<file path="src/rtl/adc_reader_pkg.sv">
// Shared types and frame geometry for the serial ADC reader.
package adc_reader_pkg;

  typedef enum logic [1:0] {
    IDLE  = 2'd0,
    CONV  = 2'd1,
    QUIET = 2'd2
  } state_t;

  localparam int FRAME_BITS = 16;
  localparam int DATA_BITS  = 12;
  localparam int LEAD_BITS  = 4;

endpackage

</file>
<file path="src/rtl/adc_sclk_gen.sv">
// SCLK generator: idles high, toggles every CLK_DIV cycles while enabled
// (first toggle is a fall). sclk_rise is high in the cycle whose closing edge
// drives SCLK 0->1, so the consumer samples on that same edge.
module adc_sclk_gen #(
  parameter int CLK_DIV = 4
) (
  input  logic clk,
  input  logic reset_n,
  input  logic enable,
  output logic adc_sclk,
  output logic sclk_rise
);

  localparam int                 DIV_W    = $clog2(CLK_DIV + 1);
  localparam logic [DIV_W-1:0]   DIV_LAST = DIV_W'(CLK_DIV - 1);

  logic [DIV_W-1:0] r_div_cnt;
  logic             r_sclk;
  logic             w_tick;

  assign w_tick    = enable && (r_div_cnt == DIV_LAST);
  assign sclk_rise = w_tick && !r_sclk;
  assign adc_sclk  = r_sclk;

  // Half-period divider; held cleared with SCLK parked high when disabled.
  always_ff @(posedge clk or negedge reset_n) begin
    if (!reset_n) begin
      r_div_cnt <= '0;
      r_sclk    <= 1'b1;
    end else if (!enable) begin
      r_div_cnt <= '0;
      r_sclk    <= 1'b1;
    end else if (w_tick) begin
      r_div_cnt <= '0;
      r_sclk    <= ~r_sclk;
    end else begin
      r_div_cnt <= r_div_cnt + 1'b1;
    end
  end

endmodule

</file>
<file path="src/rtl/adc_reader.sv">
// Serial ADC frame reader: IDLE -> CONV (16 SCLK cycles, MSB first) -> QUIET.
// Optional leading-zero check on the top 4 frame bits is enabled by defining
// ADC_LEAD_ZERO_CHECK_EN; without it adc_frame_err is tied low.
module adc_reader
  import adc_reader_pkg::*;
#(
  parameter int CLK_DIV      = 4,
  parameter int QUIET_CYCLES = 8
) (
  input  logic                 clk,
  input  logic                 reset_n,
  input  logic                 adc_begin,
  input  logic                 adc_sdata,
  output logic                 adc_cs_n,
  output logic                 adc_sclk,
  output logic [DATA_BITS-1:0] adc_data,
  output logic                 adc_valid,
  output logic                 adc_busy,
  output logic                 adc_frame_err
);

  localparam int               BIT_W    = $clog2(FRAME_BITS + 1);
  localparam int               QW       = $clog2(QUIET_CYCLES + 1);
  localparam logic [BIT_W-1:0] LAST_BIT = BIT_W'(FRAME_BITS - 1);
  localparam logic [QW-1:0]    Q_LAST   = QW'(QUIET_CYCLES - 1);

  state_t                  r_state;
  logic                    r_cs_n;
  logic [BIT_W-1:0]        r_bit_cnt;
  logic [QW-1:0]           r_quiet_cnt;
  logic [FRAME_BITS-1:0]   r_shift;
  logic [DATA_BITS-1:0]    r_data;
  logic                    r_valid;

  logic                    w_sclk_en;
  logic                    w_rise;
  logic                    w_last;
  logic [FRAME_BITS-1:0]   w_shift_next;
  logic                    w_unused_lead;

  assign w_sclk_en    = (r_state == CONV);
  assign w_shift_next = {r_shift[FRAME_BITS-2:0], adc_sdata};
  assign w_last       = w_sclk_en && w_rise && (r_bit_cnt == LAST_BIT);
  // Top shift bit falls out on the next shift and is never observed.
  assign w_unused_lead = ^{r_shift[FRAME_BITS-1], w_shift_next[FRAME_BITS-1 -: LEAD_BITS]};

  adc_sclk_gen #(
    .CLK_DIV (CLK_DIV)
  ) u_sclk_gen (
    .clk       (clk),
    .reset_n   (reset_n),
    .enable    (w_sclk_en),
    .adc_sclk  (adc_sclk),
    .sclk_rise (w_rise)
  );

  assign adc_cs_n  = r_cs_n;
  assign adc_data  = r_data;
  assign adc_valid = r_valid;
  assign adc_busy  = (r_state != IDLE);

  // Frame FSM with shift register, sample capture and valid strobe.
  always_ff @(posedge clk or negedge reset_n) begin
    if (!reset_n) begin
      r_state     <= IDLE;
      r_cs_n      <= 1'b1;
      r_bit_cnt   <= '0;
      r_quiet_cnt <= '0;
      r_shift     <= '0;
      r_data      <= '0;
      r_valid     <= 1'b0;
    end else begin
      r_valid <= 1'b0;
      case (r_state)
        IDLE: begin
          if (adc_begin) begin
            r_state   <= CONV;
            r_cs_n    <= 1'b0;
            r_bit_cnt <= '0;
          end
        end
        CONV: begin
          if (w_rise) begin
            r_shift   <= w_shift_next;
            r_bit_cnt <= r_bit_cnt + 1'b1;
            if (w_last) begin
              r_cs_n      <= 1'b1;
              r_data      <= w_shift_next[DATA_BITS-1:0];
              r_valid     <= 1'b1;
              r_quiet_cnt <= '0;
              r_state     <= QUIET;
            end
          end
        end
        QUIET: begin
          if (r_quiet_cnt == Q_LAST) begin
            r_state <= IDLE;
          end else begin
            r_quiet_cnt <= r_quiet_cnt + 1'b1;
          end
        end
        default: r_state <= IDLE;
      endcase
    end
  end

`ifdef ADC_LEAD_ZERO_CHECK_EN
  logic r_frame_err;

  // Flag nonzero leading bits of each completed frame; held until next frame.
  always_ff @(posedge clk or negedge reset_n) begin
    if (!reset_n) begin
      r_frame_err <= 1'b0;
    end else if (w_last) begin
      r_frame_err <= (w_shift_next[FRAME_BITS-1 -: LEAD_BITS] != '0);
    end
  end

  assign adc_frame_err = r_frame_err;
`else
  assign adc_frame_err = 1'b0;
`endif

endmodule

</file>
<file path="config.mk">
export PLATFORM = sky130hd
export DESIGN_NAME = adc_reader
export DESIGN_NICKNAME = d
export VERILOG_FILES = /design/src/rtl/adc_reader_pkg.sv /design/src/rtl/adc_sclk_gen.sv /design/src/rtl/adc_reader.sv
export SDC_FILE = /design/constraint.sdc
export NUM_CORES = 1
export LEC_CHECK = 0
export ABC_AREA = 1
export ABC_CLOCK_PERIOD_IN_PS = 1640
export CORE_MARGIN = 2
export CORE_UTILIZATION = 49
export CTS_BUF_LIST = sky130_fd_sc_hd__clkbuf_8 sky130_fd_sc_hd__clkbuf_16
export CTS_CLUSTER_DIAMETER = 60
export DETAILED_ROUTE_END_ITERATION = 16
export GPL_TIMING_DRIVEN = 0
export PLACE_DENSITY = 0.83
export SYNTH_ARGS = -nofsm -noshare
export SYNTH_HDL_FRONTEND = slang
export SYNTH_SLANG_ARGS = --single-unit
</file>
<file path="constraint.sdc">
create_clock -name clk -period 1.64 [get_ports clk]
set_clock_uncertainty 0.15 [all_clocks]
set_input_delay 0.328 -clock clk [delete_from_list [all_inputs] [get_ports clk]]
set_output_delay 0.328 -clock clk [all_outputs]
set_load 0.03 [all_outputs]
</file>
==> impl_metrics.tcl, run 1 <==
set metrics [dict create \
    synth_commonest_cells "nand2_1, dfrtp_1, inv_1" \
    critical_path_arrival_ps 1640 \
    fill_cells 282 \
    viasPerCell 4.93 \
    synth-seq-cells 40 \
    area_growth_pct 26.3 \
    synth_area_leaders "dfrtp_1, nand2_1, nand3_1" \
    worstSetupPathType "reg -> reg" \
    utilization_pct 64.8 \
    slew_violations 0 \
    outcome "finished, violations left" \
    multi_input_area_um2 603 \
    synth_mux_area_share_pct 0 \
    syn_area_per_cell_um2 9.35 \
    setup_viol 0 \
    syn_nets 191 \
    first_pass_iters 4 \
    worstPathCellList "ha_2 > nand2_2 > nor2_2 > ha_2 > nand3_4 > buf_2 > nand3_1 > nand2_1" \
    htree_levels 2 \
    diodes 0 \
    start_util_pct 51.3 \
    cts_buffer_depth 2 \
    hold_class "in -> async" \
    cp_slowest_cell "dfrtp_1" \
    worstPathMaxFanout 6 \
    cts-root-buf "clkbuf_8" \
    p_leak_nw 1.15 \
    synth_top_family_by_area "simple AND/OR/NAND/NOR gates" \
    cts-buffers-inserted 5 \
    place_congestion 0.774 \
    core_area_um2 3340 \
    yosysTopAreaCell "dfrtp_1" \
    cts_tree "done" \
    placed_cell_area_um2 1950 \
    power_density_nw_per_um2 992 \
    wl_per_cell_um 12.2 \
    worstSetupStartpointType "register" \
    clock_power_share_pct 51.5 \
    end_kind "register" \
    cts_hold_buf 0 \
    worstSkewPairLatency_ps 290 \
    critPathLaunch "r_bit_cnt[1]" \
    cts.sinks 40 \
    p_switching_mw 0.378 \
    combinationalPowerShare_pct 1.9 \
    synth-seq-area-share_pct 58.7 \
    overflow 0 \
    netlist_area_um2 1710 \
    grt_pass1_wl_um 5290 \
    crit_path_max_incr_delay_ps 380 \
    drive_gt1_share_pct 21.0 \
    seqCellArea_um2 1000 \
    wl_um 3180 \
    synthAdderAreaFrac_pct 2.93 \
    ant_nets 0 \
    finalCritPeriodShare_pct 97.4 \
    nets 221 \
    fin_area_um2 2160 \
    relSlewSlack_pct 43.5 \
    layout_min_cycle_time_ps 1600 \
    ios 21 \
    r2r-start "r_bit_cnt[1]" \
    synth_top_area_share_pct 55.6 \
    ys_types 26 \
    die_h_um 63.1 \
    hold_violations 33 \
    drtIter0Drc 74 \
    port_buffers 19 \
    grt_max_degree 41 \
    synthSimpleGateAreaFrac_pct 21.7 \
    vias 1283 \
    power.internal_mw 1.77 \
    tightestPinTransition_ps 848 \
    rows 21 \
    route.detailed.drc 0 \
    synth_compound_area_share_pct 8.78 \
    r2r_slack_ps 40 \
    max-vdd-ir-drop_v 0.000573 \
    fmaxAchievable_mhz 626 \
    async_flop_share_pct 100 \
    synthXorXnorAreaFrac_pct 0 \
    worst_path_most_repeated_cell "ha_2" \
    whs_ps -16.6 \
    yosysMostFrequentCell "nand2_1" \
    critPathRequiredTime_ps 1680 \
    r2r_cells 8 \
    switching_share_pct 17.6 \
    yosysWarnings 0 \
    violations "hold timing" \
    maxCapViolCount 0 \
    sequentialPowerShare_pct 46.5 \
    r2r-end "r_quiet_cnt[3]" \
    dieWidth_um 63.1 \
    path_clk_slew_ps 80 \
    track_usage_pct 17.3 \
    fin_setup_tns_ps 0 \
    crit_path_end "r_quiet_cnt[3]" \
    die_area_um2 3980 \
    grt_pass1_vias 1227 \
    place_hpwl_um 2020 \
    p_total_mw 2.14 \
    antenna_found_initial 0 \
    ys.flop_type "dfrtp_1" \
    synth_cells 183 \
    synth-edff-count 0 \
]
metrics by stage:
| stage | worst slack [ps] | instances |
|---|---|---|
| finish | 42.9 | 260 |
| floorplan | 87.0 | 183 |
| global placement | -831 | 248 |
| detailed placement | -64.7 | 248 |
| CTS | 11.2 | 257 |
| global route | -36.9 | 260 |
cell families after synthesis:
kind of cell	Yosys count
compound gates	25
flops	40
fa+ha+maj	4
simple gates	85
other cells	1
buf+inv	28
state kept, by name, indices dropped and copies added, names as in the netlist:
| name | flops |
|---|---|
| adc_data | 12 |
| r_shift | 11 |
| r_bit_cnt | 5 |
| r_quiet_cnt | 4 |
| u_sclk_gen.r_div_cnt | 3 |
| r_state | 2 |
| adc_cs_n | 1 |
| adc_valid | 1 |
| u_sclk_gen.adc_sclk | 1 |
layout make-up:
type | count | share of cell area, %
Sequential cell | 40 | 46.4
Multi-Input combinational cell | 115 | 27.9
Timing Repair Buffer | 23 | 8.69
Clock inverter | 3 | 4.17
Inverter | 21 | 3.76
Clock buffer | 5 | 3.18
Buffer | 7 | 3.18
Tap cell | 46 | 2.66
worst min path at each step:
stage / slack [ps] / start / to
3_5_place_dp: 270 / u_sclk_gen.r_div_cnt[0] / u_sclk_gen.r_div_cnt[0]
6_report: -20 / reset_n / r_quiet_cnt[0]
4_1_cts: 20 / reset_n / r_shift[1]
5_1_grt: 50 / reset_n / adc_data[1]
2_1_floorplan: -120 / reset_n / adc_data[0]
3_3_place_gp: 270 / u_sclk_gen.r_div_cnt[0] / u_sclk_gen.r_div_cnt[0]
cell usage in the layout (no fill, tap or decap), types with 3 or more instances in the layout:
cell type	count
o21ai_2	6
nand3_1	15
nand2_2	4
o21ai_0	6
buf_6	5
inv_1	19
bufinv_16	3
clkbuf_8	5
o21ai_1	12
nand2_1	48
dfrtp_1	38
nor2_1	8
buf_4	4
dlygate4sd2_1	13
buf_2	5
layer usage:
| layer | part of all wire, % | vias to the layer above | global-route usage (%) |
|---|---|---|---|
| met5 | 0 | - | 0 |
| met4 | 2.3 | 0 | 7.50 |
| met1 | 43 | 611 | 19.8 |
| li1 | - | 636 | - |
| met3 | 3.9 | 10 | 5.36 |
| met2 | 50 | 26 | 29.8 |
worst max-delay path: cells and delay by family, from the launching register on:
kind          cells  cell delay, ps
flops             1             380
buf+inv           1             180
fa+ha+maj         2             400
simple gates      5             380
power groups by stage:
| stage | registers, mW | clock network [mW] | logic, mW |
|---|---|---|---|
| 6_report | 0.997 | 1.10 | 0.0415 |
| 5_1_grt | 0.998 | 1.18 | 0.0488 |
| 4_1_cts | 0.997 | 1.12 | 0.0433 |
| 3_5_place_dp | 1.02 | 0 | 0.0431 |
| 3_3_place_gp | 1.02 | 0 | 0.0435 |
| 2_1_floorplan | 1.02 | 0 | 0.0155 |
repair_timing:
| item | CTS | global route |
|---|---|---|
| cloned | 0 | 2 |
| resized for setup | 25 | 19 |
| endpoints found under the setup margin | 34 | 20 |
| setup buffers | 1 | 1 |
Power figures use the tool's default switching activity.
==> run 2: changes to the inputs <==
Settings changed: CTS_CLUSTER_SIZE from default to 24, RECOVER_POWER from default to 100.
==> impl_metrics.tcl, run 2 (synthesized netlist as in run 1, its figures left out) <==
set metrics [dict create \
    worstSetupPathType "reg -> reg" \
    route.detailed.drc 0 \
    port_buffers 19 \
    fin_setup_tns_ps 0 \
    grt_pass1_wl_um 5290 \
    fill_cells 282 \
    grt_pass1_vias 1227 \
    ios 21 \
    largest_reg_flops 12 \
    wl_per_cell_um 12.2 \
    worstPathMaxFanout 6 \
    antenna_found_initial 0 \
    core_area_um2 3340 \
    place_congestion 0.774 \
    gr-usage-met1_pct 19.8 \
    maxCapViolCount 0 \
    critical_path_arrival_ps 1640 \
    fmaxAchievable_mhz 626 \
    htree_levels 2 \
    max-vdd-ir-drop_v 0.000573 \
    seqCellArea_um2 1000 \
    place_hpwl_um 2020 \
    cts_tree "done" \
    cts.sinks 40 \
    p_total_mw 2.14 \
    ant_nets 0 \
    diodes 0 \
    placed_cells 248 \
    critPathRequiredTime_ps 1680 \
    viasPerCell 4.93 \
    multi_input_area_um2 603 \
    p_leak_nw 1.15 \
    drtIter0Drc 74 \
    utilization_pct 64.8 \
    tightestPinTransition_ps 949 \
    vias 1281 \
    hold_class "in -> async" \
    layout_common_cells "nand2_1, dfrtp_1, inv_1, nand3_1, dlygate4sd2_1" \
    hold_violations 0 \
    drive_gt1_share_pct 21.0 \
    nets 221 \
    r2r-start "r_bit_cnt[1]" \
    cts_hold_buf 0 \
    worstSkewPairLatency_ps 290 \
    overflow 0 \
    relSlewSlack_pct 36.7 \
    start_util_pct 51.3 \
    top_usage_layer "met2" \
    cts_buffer_depth 2 \
    whs_ps 16.2 \
    grt.met3_usage_pct 5.36 \
    layout_min_cycle_time_ps 1600 \
    die_area_um2 3980 \
    layout_commonest_cell "nand2_1" \
    grt_use_met2_pct 29.8 \
    rows 21 \
    outcome "finished, final reports clean" \
    end_kind "register" \
    slew_violations 0 \
    grt_max_degree 41 \
    finalCritPeriodShare_pct 97.4 \
    setup_viol 0 \
    wl_um 3180 \
    cts-buffers-inserted 5 \
    critPathLaunch "r_bit_cnt[1]" \
    r2r_cells 8 \
    first_pass_iters 4 \
    dieWidth_um 63.1 \
    die_h_um 63.1 \
    area_growth_pct 26.3 \
    power_density_nw_per_um2 992 \
    fin_cells 260 \
    worstSetupStartpointType "register" \
    path_clk_slew_ps 80 \
    track_usage_pct 17.3 \
    cts-root-buf "clkbuf_8" \
]
[run 2: cell types whose count changed in the layout (fill, tap and decap cells not counted), sizes merged]
| cell | delta |
|---|---|
| buf | -2 |
| clkbuf | +2 |
[run 2: metal layers]
layer	vias up	wire (um)
li1	636	-
met1	609	1380
met2	26	1600
met3	10	125
met4	0	74
met5	-	0
[run 2: final timing paths]
kind,end,slack (ps)
worst min register to register,u_sclk_gen.r_div_cnt[0],300
max in group asynchronous,r_bit_cnt[4],740
worst max register to register,r_quiet_cnt[3],40
worst max-delay path,r_quiet_cnt[3],40
min in group clk,u_sclk_gen.r_div_cnt[0],300
worst min-delay path,r_quiet_cnt[0],20
[run 2: final cells by class]
cell class / instances / area share (%)
tap: 46 / 2.66
inverter: 21 / 3.76
clock inverter: 3 / 4.17
clock buffer: 5 / 3.18
sequential: 40 / 46.4
multi-input combinational: 115 / 27.9
buffer: 7 / 3.18
timing repair buffer: 23 / 8.69
[run 2: timing repair]
action | 4_1_cts | 5_1_grt
gates cloned | 0 | 2
endpoints found under the setup margin | 34 | 20
gates resized for setup | 25 | 19
setup buffers | 1 | 1
[run 2: stage by stage]
stage	setup WS, ps	cell area (um2)
after floorplan	87.0	1710
after global placement	-831	1960
after detailed placement	-64.7	1950
after CTS	11.2	2100
after global routing	-36.9	2160
final	43.2	2160
[run 2: report_power, final]
group          total (mW)  internal (mW)  switching (mW)
logic              0.0414         0.0111          0.0303
clock network        1.10          0.761           0.344
registers           0.997          0.993         0.00388
[run 2: worst max-delay path: stages (launching register included)]
cell     delay, ps
dfrtp_1        380
ha_2           210
nand2_2         60
nor2_2          90
ha_2           190
nand3_4        110
buf_2          180
nand3_1         70
nand2_1         50
